`src/rtl/spi_regfile_peripheral.sv`:
```
// SPI mode-0 peripheral exposing a bank of NUM_REGS x DATA_W registers.
// Frame: R/W bit, ADDR_W address bits, DATA_W data bits, all MSB first and
// sampled on SCLK rising edges. Writes commit when nCS rises. Reads shift
// out on SCLK falling edges.
// Ports:
//   clk, rst_n        system clock, async active-low reset
//   SCLK, COPI, nCS   SPI pins, asynchronous to clk
//   CIPO, cipo_oe     read data and its pad output enable
//   regs_flat         register bank, reg i at [i*DATA_W +: DATA_W]
//   wr_strobe         one-clk pulse per committed write
//   wr_addr           address of the last committed write
//   frame_err         one-clk pulse per rejected frame
module spi_regfile_peripheral #(
    parameter int unsigned NUM_REGS = 5,
    parameter int unsigned DATA_W   = 8,
    parameter int unsigned ADDR_W   = 7
) (
    input  logic                         clk,
    input  logic                         rst_n,
    input  logic                         SCLK,
    input  logic                         COPI,
    input  logic                         nCS,
    output logic                         CIPO,
    output logic                         cipo_oe,
    output logic [NUM_REGS*DATA_W-1:0]   regs_flat,
    output logic                         wr_strobe,
    output logic [ADDR_W-1:0]            wr_addr,
    output logic                         frame_err
);

    localparam int unsigned FRAME_LEN = 1 + ADDR_W + DATA_W;
    localparam int unsigned CNT_W     = $clog2(FRAME_LEN + 1);

    localparam logic [2:0] S_IDLE = 3'd0;
    localparam logic [2:0] S_CMD  = 3'd1;
    localparam logic [2:0] S_ADDR = 3'd2;
    localparam logic [2:0] S_DATA = 3'd3;
    localparam logic [2:0] S_DONE = 3'd4;

    logic [2:0]           r_sclk_q;
    logic [2:0]           r_ncs_q;
    logic [1:0]           r_copi_q;
    logic [2:0]           r_state;
    logic [2:0]           w_state_nxt;
    logic [CNT_W-1:0]     r_cnt;
    logic [FRAME_LEN-1:0] r_shift;
    logic [DATA_W-1:0]    r_tx;
    logic                 r_cipo;
    logic                 r_oe;
    logic                 r_wr_strobe;
    logic [ADDR_W-1:0]    r_wr_addr;
    logic                 r_frame_err;
    logic [DATA_W-1:0]    r_regs [NUM_REGS];

    logic                 w_sclk_rise;
    logic                 w_sclk_fall;
    logic                 w_ncs_rise;
    logic                 w_ncs_fall;
    logic                 w_shift_en;
    logic                 w_tx_shift;
    logic                 w_load;
    logic                 w_commit;
    logic                 w_err;
    logic                 w_rw;
    logic [ADDR_W-1:0]    w_addr;
    logic [DATA_W-1:0]    w_data;
    logic                 w_full;
    logic                 w_addr_ok;
    logic [ADDR_W-1:0]    w_rd_addr;
    logic                 w_rd_rw;
    logic                 w_rd_ok;
    logic [DATA_W-1:0]    w_rd_word;

    // Two-flop synchronisers plus a third copy for edge detection.
    always_ff @(posedge clk or negedge rst_n) begin
        if (!rst_n) begin
            r_sclk_q <= 3'b000;
            r_ncs_q  <= 3'b111;
            r_copi_q <= 2'b00;
        end else begin
            r_sclk_q <= {r_sclk_q[1:0], SCLK};
            r_ncs_q  <= {r_ncs_q[1:0], nCS};
            r_copi_q <= {r_copi_q[0], COPI};
        end
    end

    assign w_sclk_rise = r_sclk_q[1] & ~r_sclk_q[2];
    assign w_sclk_fall = ~r_sclk_q[1] & r_sclk_q[2];
    assign w_ncs_rise  = r_ncs_q[1] & ~r_ncs_q[2];
    assign w_ncs_fall  = ~r_ncs_q[1] & r_ncs_q[2];

    // SCLK edges coinciding with an nCS edge are dropped; DONE ignores SCLK.
    assign w_shift_en = w_sclk_rise && !w_ncs_rise && !w_ncs_fall &&
                        (r_state == S_CMD || r_state == S_ADDR || r_state == S_DATA);
    assign w_tx_shift = w_sclk_fall && !w_ncs_rise && !w_ncs_fall && (r_state == S_DATA);

    // Completed-frame fields, valid only when the full frame was received.
    assign w_rw      = r_shift[FRAME_LEN-1];
    assign w_addr    = r_shift[FRAME_LEN-2 -: ADDR_W];
    assign w_data    = r_shift[DATA_W-1:0];
    assign w_full    = (r_cnt == CNT_W'(FRAME_LEN));
    assign w_addr_ok = (32'(w_addr) < NUM_REGS);

    // Address as it stands once the incoming bit (the last address bit) lands.
    assign w_rd_addr = ADDR_W'({r_shift, r_copi_q[1]});
    assign w_rd_rw   = r_shift[ADDR_W-1];
    assign w_rd_ok   = (32'(w_rd_addr) < NUM_REGS);

    always_comb begin
        w_rd_word = '0;
        for (int i = 0; i < int'(NUM_REGS); i++) begin
            if (w_rd_ok && w_rd_addr == ADDR_W'(i)) begin
                w_rd_word = r_regs[i];
            end
        end
    end

    // State register.
    always_ff @(posedge clk or negedge rst_n) begin
        if (!rst_n) begin
            r_state <= S_IDLE;
        end else begin
            r_state <= w_state_nxt;
        end
    end

    // Next state and frame-level decisions.
    always_comb begin
        w_state_nxt = r_state;
        w_load      = 1'b0;
        w_commit    = 1'b0;
        w_err       = 1'b0;
        if (w_ncs_fall) begin
            w_state_nxt = S_CMD;
        end else if (w_ncs_rise) begin
            w_state_nxt = S_IDLE;
            w_commit    = w_full && w_rw && w_addr_ok;
            w_err       = (r_cnt != '0) && !(w_full && w_addr_ok);
        end else if (w_shift_en) begin
            case (r_state)
                S_CMD:  w_state_nxt = S_ADDR;
                S_ADDR: begin
                    if (r_cnt == CNT_W'(ADDR_W)) begin
                        w_state_nxt = S_DATA;
                        w_load      = 1'b1;
                    end
                end
                S_DATA: begin
                    if (r_cnt == CNT_W'(FRAME_LEN - 1)) begin
                        w_state_nxt = S_DONE;
                    end
                end
                default: ;
            endcase
        end
    end

    // Bit counter, input shifter, read shifter and status outputs.
    always_ff @(posedge clk or negedge rst_n) begin
        if (!rst_n) begin
            r_cnt       <= '0;
            r_shift     <= '0;
            r_tx        <= '0;
            r_cipo      <= 1'b0;
            r_oe        <= 1'b0;
            r_wr_strobe <= 1'b0;
            r_wr_addr   <= '0;
            r_frame_err <= 1'b0;
        end else begin
            r_wr_strobe <= w_commit;
            r_frame_err <= w_err;
            r_oe        <= ~r_ncs_q[1];
            if (w_commit) begin
                r_wr_addr <= w_addr;
            end
            if (w_ncs_fall || w_ncs_rise) begin
                r_cnt   <= '0;
                r_shift <= '0;
            end else if (w_shift_en) begin
                r_cnt   <= r_cnt + CNT_W'(1);
                r_shift <= {r_shift[FRAME_LEN-2:0], r_copi_q[1]};
            end
            // Only reads load real data; writes shift out zeros.
            if (w_ncs_fall || w_ncs_rise) begin
                r_tx <= '0;
            end else if (w_load) begin
                r_tx <= w_rd_rw ? '0 : w_rd_word;
            end else if (w_tx_shift) begin
                r_tx <= r_tx << 1;
            end
            if (w_state_nxt != S_DATA || r_ncs_q[1]) begin
                r_cipo <= 1'b0;
            end else if (w_tx_shift) begin
                r_cipo <= r_tx[DATA_W-1];
            end
        end
    end

    // Register bank: only the addressed register takes a committed write.
    always_ff @(posedge clk or negedge rst_n) begin
        if (!rst_n) begin
            for (int i = 0; i < int'(NUM_REGS); i++) begin
                r_regs[i] <= '0;
            end
        end else begin
            for (int i = 0; i < int'(NUM_REGS); i++) begin
                if (w_commit && w_addr == ADDR_W'(i)) begin
                    r_regs[i] <= w_data;
                end
            end
        end
    end

    for (genvar g = 0; g < int'(NUM_REGS); g++) begin : g_flat
        assign regs_flat[g*DATA_W +: DATA_W] = r_regs[g];
    end

    assign CIPO      = r_cipo;
    assign cipo_oe   = r_oe;
    assign wr_strobe = r_wr_strobe;
    assign wr_addr   = r_wr_addr;
    assign frame_err = r_frame_err;

endmodule

```
`config.mk`:
```
export PLATFORM = sky130hd
export DESIGN_NAME = spi_regfile_peripheral
export DESIGN_NICKNAME = d
export VERILOG_FILES = /design/src/rtl/spi_regfile_peripheral.sv
export SDC_FILE = /design/constraint.sdc
export NUM_CORES = 1
export LEC_CHECK = 0
export BUFFER_PORTS_ARGS = -buffer_cell sky130_fd_sc_hd__buf_4
export CORE_MARGIN = 5
export CORE_UTILIZATION = 40
export DETAILED_ROUTE_END_ITERATION = 10
export SYNTH_ARGS = -nofsm -noshare
export SYNTH_HDL_FRONTEND = slang
export SYNTH_SLANG_ARGS = --single-unit
```
`constraint.sdc`:
```
create_clock -name clk -period 2.65 [get_ports clk]
set_input_delay 0.265 -clock clk [delete_from_list [all_inputs] [get_ports clk]]
set_output_delay 0.265 -clock clk [all_outputs]
set_load 0.05 [all_outputs]
```
# Yosys cells after proc, flatten, opt, wreduce, memory -nomap -nowiden
# Cells that the tools add are included.
[totals] register_bits=91 in_bits=5 output_inout_bits=51 wordCells=106
[op_classes] n_addsub=1 n_lt_le_gt_ge=2 n_eq_ne=15 n_mux=30 bitwise_logic=8 reduce_logical=33
[ops] operator="2-to-1 mux 8 bit" n=9
[ops] operator="2-to-1 mux 16 bit" n=2
[ops] operator="equality test 7 x 2 -> 1 bit (second input constant)" n=4
[ops] operator="logical AND 1 bit" n=20
[ops] operator="2-to-1 mux 3 bit" n=5
[ops] operator="equality test 7 x 1 -> 1 bit (second input constant)" n=2
[ops] operator="equality test 7 x 3 -> 1 bit (second input constant)" n=2
[ops] operator="zero test 7 bit" n=2
[ops] operator="< comparator 7 x 3 -> 1 bit (second input constant)" n=2
[ops] operator="2-to-1 mux 1 bit" n=11
[ops] operator="2-to-1 mux 5 bit" n=2
[ops] operator="case mux 3 bit (3 select lines)" n=1
[ops] operator="equality test 3 x 2 -> 1 bit (second input constant)" n=2
[ops] operator="adder 5 x 1 -> 5 bit (second input constant)" n=1
[ops] operator="equality test 5 x 3 -> 1 bit (second input constant)" n=1
[ops] operator="equality test 5 x 4 -> 1 bit (second input constant)" n=1
[ops] operator="equality test 5 bit (second input constant)" n=1
[ops] operator="nonzero test 5 bit" n=1
[ops] operator="bitwise AND 1 bit" n=4
[ops] operator="logical OR 1 bit" n=4
[ops] operator="inverter 1 bit" n=4
[ops] operator="nonzero test 2 bit" n=2
[ops] operator="equality test 3 x 1 -> 1 bit (second input constant)" n=1
[ops] operator="zero test 1 bit" n=3
[ops] operator="2 further kinds" n=2

# Depth between registers and ports, before layout
# Gate-level depths: netlist (run 1).
[depth] depth_word=12 ltp_mapped=9 mapped_depth_nobuf=8

# Worst setup path after synthesis (run 1)
# No wires, ideal clock.
[synth_path] path_kind="reg-to-reg" startpoint="register r_ncs_q[1]" endpoint="register r_regs, in the netlist regs_flat[16]" setup_time_ns=0.125 arrival_ns=2.374 required_ns=2.525 slack_ns=0.151 stages_incl_launch_ff=10 n_path_buf=2 period_less_slack_ns=2.499 path_cell_list="dfstp_2 > inv_1 > ha_1 > nand2b_1 > or4_4 > buf_6 > inv_8 > and4_4 > buf_12 > mux2_4"
[synth_between] elab_chain_len=4 elab_cells_between_ends=6 classes_between="2 x mux; 3 x bitwise; 1 x reduce/logical"
[synth_rtl] element="from (decl)" line="41" text="logic [2:0] r_ncs_q;"
[synth_rtl] element="from (signal assigned)" line="82" text="r_ncs_q <= {r_ncs_q[1:0], nCS};"
[synth_rtl] element="bitwise AND 1 bit / inverter 1 bit (equally long branches)" line="89, 90"
[synth_rtl] element="2-to-1 mux 1 bit / bitwise AND 1 bit (equally long branches)" line="135, 90"
[synth_rtl] element="2-to-1 mux 1 bit *" line="133" text="if (w_ncs_fall) begin"
[synth_rtl] element="via w_commit" line="62" text="logic w_commit;"
[synth_rtl] element="logical AND 1 bit *" line="207" text="if (w_commit && w_addr == ADDR_W'(i)) begin"
[synth_rtl] element="to (signal, indexed assignment)" line="208" text="r_regs[i] <= w_data;"
[synth_rtl] element="to (decl)" line="53" text="logic [DATA_W-1:0] r_regs [NUM_REGS];"
# The timed path passes the listed nets; every way through them passes the cells marked *.
# A chain may end at the register's enable or synchronous reset.

# Final worst setup path (run 1)
[layout_path] startpoint="register r_ncs_q[1]" endpoint="register r_regs, in the netlist regs_flat[23]"
# Same word-level chain as after synthesis.

==> impl_metrics.toml, run 1 <==
[critical_path]
max_stage_delay_ns = 0.59
crit_type = "reg -> reg"
worstPathCellList = "inv_1, ha_1, nand2b_4, or4_4, inv_8, and4_4, mux2_4"
cp.arrival_ns = 2.79
r2r-start = "r_ncs_q[1]"
critPathSlowestCell = "or4_4"
r2r_cells = 7
critPathRequiredTime_ns = 2.89
cp-start-kind = "flip-flop"
endpoint_kind = "flip-flop"
critical_path_peak_fanout = 8
cp-startpoint = "r_ncs_q[1]"

[job]
maxCapViolations = 0

[synthesis]
async_flop_share = 1.000
ys_ff_latch = 91
yosysWarnings = 0
syn_area_per_cell_um2 = 11.25
synthesis.area_um2 = 4105
synth_edf_count = 0
ys.flop_type = "dfrtp_1"
synth_nets = 375
ys_seq_area_frac = 0.5556
synth_cell_types = 48
netlist_instances = 365

[final_layout]
layout_commonest_cell = "dfrtp_1"
mostFrequentLayoutCells = "dfrtp_1, buf_4, nand2_1"
final_util = 0.4834
layout-drive-gt1-share = 0.3164
insertedDiodeCount = 0
layout.cells.non_filler = 569
finalNetCount = 438
area_growth_syn_to_layout_pct = 19.93

[sta]
rsz0062_at_grt = "no"
worstMarginPinSlew_ns = 0.9193
relSlewSlack = 0.3845
setup_viol = 0
period_needed_ns = 2.551
finalMaxSlewViolations = 0
fin_worst_skew_ns = 0.01430
tns_ns = 0
post-route-period-util = 0.9625
hold_viol_final = 0
clock.fmax_mhz = 392.1

[grt]
grt_pass1_wl_um = 16300
antenna_found_initial = 0
grtUsageMet3 = 0.02893
grt_overflow = 0
grtUsageTotal = 0.1624
use_met2 = 0.2529
grt_max_degree = 37
top_usage_layer = "met2"
use_met1 = 0.2347
grt_pass1_vias = 3057

[clock_tree]
clk_pin_slew_ns = 0.10
post-cts-setup-buffers = 0
clk_latency_ns = 0.35
cts_tree = "built"
cts.htree.levels = 3
cts_buffer_depth = 2
cts-buffers-inserted = 9
root_buffer = "clkbuf_8"
cts_num_sinks = 91

[pwr]
vdd_drop_max_uv = 255.1
p_per_area_nw_per_um2 = 513.3
leakage_nw = 2.379

[die]
io_pins = 56
die_w_um = 111.3
die_area_um2 = 12390
core_um2 = 10180
start_util = 0.4031
num_rows = 37
die-height_um = 111.3

[routing]
avgRoutedWirePerCell_um = 16.85
vias_per_cell = 5.178
drt-total-wl_um = 9589
drtIter0Drc = 155
firstDrtPassIters = 4
ant_nets = 0
num_vias = 2946
drc = 0

[placement]
gp_congestion = 0.8379
numPortBuffers = 55
placed_cells = 549
dp_hpwl_um = 6741

[min_path]
min-delay-start = "r_sclk_q[0]"
hp-class = "reg -> reg"
hold_depth = 0

[outcome]
status = "completed"
## Yosys cell counts, drive strengths merged, types with 2 or more instances
library cell,instances,share of area
a21oi,30,0.037
or3,2,0.0030
o22ai,7,0.011
clkbuf,13,0.012
and2,11,0.018
nand2b,2,0.0030
nor4,3,0.0046
dfstp,3,0.019
nand4,2,0.0067
nand3b,7,0.013
nor2,24,0.022
nor3b,2,0.0037
dfrtp,88,0.54
inv,15,0.016
nand2,57,0.053
nor3,4,0.0049
a221o,7,0.017
a211oi,8,0.015
and3,3,0.0046
mux2,41,0.12
o21ai,8,0.0098
ha,5,0.015
buf,5,0.012
nand4b,3,0.014
## worst paths after layout
check,endpoint,slack [ns]
min,r_sclk_q[1],0.36
min reg2reg,r_sclk_q[1],0.36
max reg2reg,regs_flat[23],0.1
max,regs_flat[23],0.1
min in group asynchronous,r_shift[12],0.40
max in group asynchronous,r_shift[11],1.46
## through the flow
step	hold slack, ns	power [W]	cell area, um2	worst slack (ns)
final	0.3578	0.002527	4923	0.09934
after global routing	0.3697	0.002639	4923	0.01081
after CTS	0.3609	0.002557	4916	0.03094
after detailed placement	0.2573	0.001582	4672	0.05011
after global placement	0.2530	0.001578	4672	0.1243
after floorplan	-0.03059	0.001514	4105	0.1509
## routing by layer
metal	up-vias	wire (um)	part of all wire
met2	69	4556	0.48
met5	-	0	0
li1	1403	-	-
met3	7	409	0.043
met1	1467	4536	0.47
met4	0	87	0.0091
## report_power, final
part | total, W | switching [W] | internal (W)
clock | 0.000967 | 0.000501 | 0.000466
combinational | 0.000133 | 0.0000925 | 0.0000408
sequential | 0.00143 | 0.0000221 | 0.00140
## cell type report
class | count | area [um2]
Tap cell | 136 | 170.2
Clock buffer | 11 | 141.4
Clock inverter | 5 | 62.56
Sequential cell | 91 | 2281
Fill cell | 967 | 5261
Timing Repair Buffer | 70 | 535.5
Inverter | 15 | 63.81
Multi-Input combinational cell | 241 | 1669
## logic make-up after synthesis
group           Yosys count  synth area share
simple gates            125            0.1603
flops                    91            0.5556
buf+inv                  33           0.03962
mux                      42            0.1222
fa+ha+maj                 5           0.01524
xor+xnor                  2          0.004268
compound gates           67            0.1027
## flip-flops by register name, indices dropped and copies added, names as in the netlist
register,cells
CIPO,1
wr_strobe,1
wr_addr,7
r_cnt,5
cipo_oe,1
r_sclk_q,3
r_tx,8
frame_err,1
r_state,3
regs_flat,40
r_ncs_q,3
r_copi_q,2
r_shift,16
## timing repair
| item | in CTS | in global routing |
|---|---|---|
| gates resized for setup | 0 | 1 |
| endpoints found under the hold margin | 37 | 0 |
| setup endpoints to repair | 0 | 8 |
| hold buffers | 4 | 0 |
## worst max-delay path, delay by kind of cell, from the launching register on
family | cells | cell delay [ns]
and+or+nand+nor | 3 | 1.11
buffers and inverters | 2 | 0.17
adders and majority gates | 1 | 0.26
DFF | 1 | 0.57
muxes | 1 | 0.32
No activity file was read; power rests on OpenSTA's default activity.
==> inputs of run 2 (changes only) <==
- CORE_MARGIN: 5 -> default
==> run 2 against run 1 <==
  * Utilization increased by 1.5 points
  * Clock skew shrank 0.0017 ns
  * Worst setup slack better by 0.033 ns
  * Global-route usage increased by 2.7 points
  * Combinational power about the same
  * Sequential power barely moved
  * Critical path depth did not move
  * Final cell count is 0.53% lower
  * Die area fell by 14%
  * Clock power decreased by 4.2%
  * First-iteration DRC count decreased by 26%
  * Largest cell class unchanged
==> impl_metrics.toml, run 2 (synthesis gave the netlist of run 1 again) <==
[final_layout]
insertedDiodeCount = 0
layout_commonest_cell = "dfrtp_1"
fill_cells = 900
largest_reg_flops = 40
area_growth_syn_to_layout_pct = 19.75
finalNetCount = 438
mostFrequentLayoutCells = "dfrtp_1, buf_4, nand2_1"
layout-drive-gt1-share = 0.3118

[sta]
hold_viol_final = 0
relSlewSlack = 0.5141
finalMaxSlewViolations = 0
post-route-period-util = 0.9500
worstMarginPinSlew_ns = 0.7222
worst_hold_slack_ns = 0.3567
period_needed_ns = 2.517
fin_worst_skew_ns = 0.01263
setup_viol = 0
rsz0062_at_grt = "no"
tns_ns = 0
clock.fmax_mhz = 397.2

[pwr]
comb_power_share = 0.054
leakage_nw = 2.378
vdd_drop_max_uv = 339.4
p_sw_w = 0.0005774
power_frac_clock = 0.373
seq_power_share = 0.573
p_sw_frac = 0.2325
p_per_area_nw_per_um2 = 505.2
internal_power_w = 0.001906

[clock_tree]
cts.htree.levels = 3
post_cts_resized = 0
cts_num_sinks = 91
cts-buffers-inserted = 9
clk_latency_ns = 0.36
cts_tree = "built"
hold_buffers = 3
post-cts-setup-buffers = 0
cts_buffer_depth = 2
clk_pin_slew_ns = 0.09
root_buffer = "clkbuf_8"

[outcome]
status = "completed"

[routing]
avgRoutedWirePerCell_um = 16.33
num_vias = 2941
vias_per_cell = 5.196
drt-total-wl_um = 9241
drc = 0
ant_nets = 0
firstDrtPassIters = 4
drtIter0Drc = 115

[critical_path]
cp-start-kind = "flip-flop"
critPathRequiredTime_ns = 2.89
cp-startpoint = "r_ncs_q[1]"
rr_endpoint = "regs_flat[21]"
r2r-start = "r_ncs_q[1]"
cp.arrival_ns = 2.76
reg2reg_slack_ns = 0.13
endpoint_kind = "flip-flop"
endpoint = "regs_flat[21]"
crit_type = "reg -> reg"
critical_path_peak_fanout = 8
r2r_cells = 7

[grt]
grt_pass1_wl_um = 15010
grtUsageTotal = 0.1896
grtUsageMet3 = 0.04570
use_met1 = 0.2687
grt_pass1_vias = 2830
use_met2 = 0.2882
antenna_found_initial = 0
top_usage_layer = "met2"
grt_overflow = 0
grt_max_degree = 51

[die]
core_um2 = 9864
io_pins = 56
die-height_um = 103.3
die_w_um = 103.3
die_area_um2 = 10670
start_util = 0.4162
num_rows = 36

[min_path]
hp-class = "reg -> reg"
min-delay-start = "r_sclk_q[0]"

[job]
maxCapViolations = 0

[placement]
numPortBuffers = 55
dp_hpwl_um = 6423
gp_congestion = 0.7865
[run 2: worst max-delay path: stages, from the launching register on]
cell and delay (ns):
dfstp_2 0.57, inv_1 0.06, ha_1 0.21, nand2b_1 0.20, or4_4 0.60, inv_8 0.11
and4_4 0.34, mux2_4 0.32
[run 2: final cells by class]
type / instances / area [um2] / share of cell area
sequential: 91 / 2281 / 0.4640
multi-input combinational: 241 / 1662 / 0.3380
timing repair buffer: 70 / 548.0 / 0.1115
tap: 133 / 166.4 / 0.03385
clock buffer: 12 / 145.1 / 0.02952
inverter: 15 / 63.81 / 0.01298
clock inverter: 4 / 50.05 / 0.01018
[run 2: worst min-delay path by stage]
stage	to	slack [ns]	cells past startpoint
3_5_place_dp	wr_addr[1]	0.31	1
3_3_place_gp	wr_addr[0]	0.30	1
2_1_floorplan	CIPO	-0.03	0
4_1_cts	r_ncs_q[0]	0.003	1
5_1_grt	r_ncs_q[1]	0.37	0
6_report	r_sclk_q[1]	0.36	0
[run 2: metal layers]
metal	vias to the layer above	routed length, um
li1	1408	-
met1	1447	4574
met2	78	4145
met3	8	431
met4	0	89
met5	-	0
[run 2: power by group through the flow]
stage,Clock (W),Sequential [W],Combinational [W]
detailed placement,0,0.00145,0.000130
CTS,0.000960,0.00142,0.000135
global route,0.00101,0.00143,0.000152
finish,0.000926,0.00142,0.000133
floorplan,0,0.00145,0.0000669
global placement,0,0.00145,0.000131
[run 2: metrics by stage]
step / worst slack (ns) / cells / total power, W / area (um2) / util
after floorplan: 0.1509 / 365 / 0.001514 / 4105 / -
after global placement: 0.1800 / 546 / 0.001581 / 4681 / 0.4745
after detailed placement: 0.1524 / 546 / 0.001582 / 4681 / 0.4745
after CTS: 0.1294 / 565 / 0.002519 / 4906 / 0.4973
after global routing: 0.06141 / 566 / 0.002591 / 4916 / 0.4984
final: 0.1326 / 566 / 0.002484 / 4916 / 0.4984
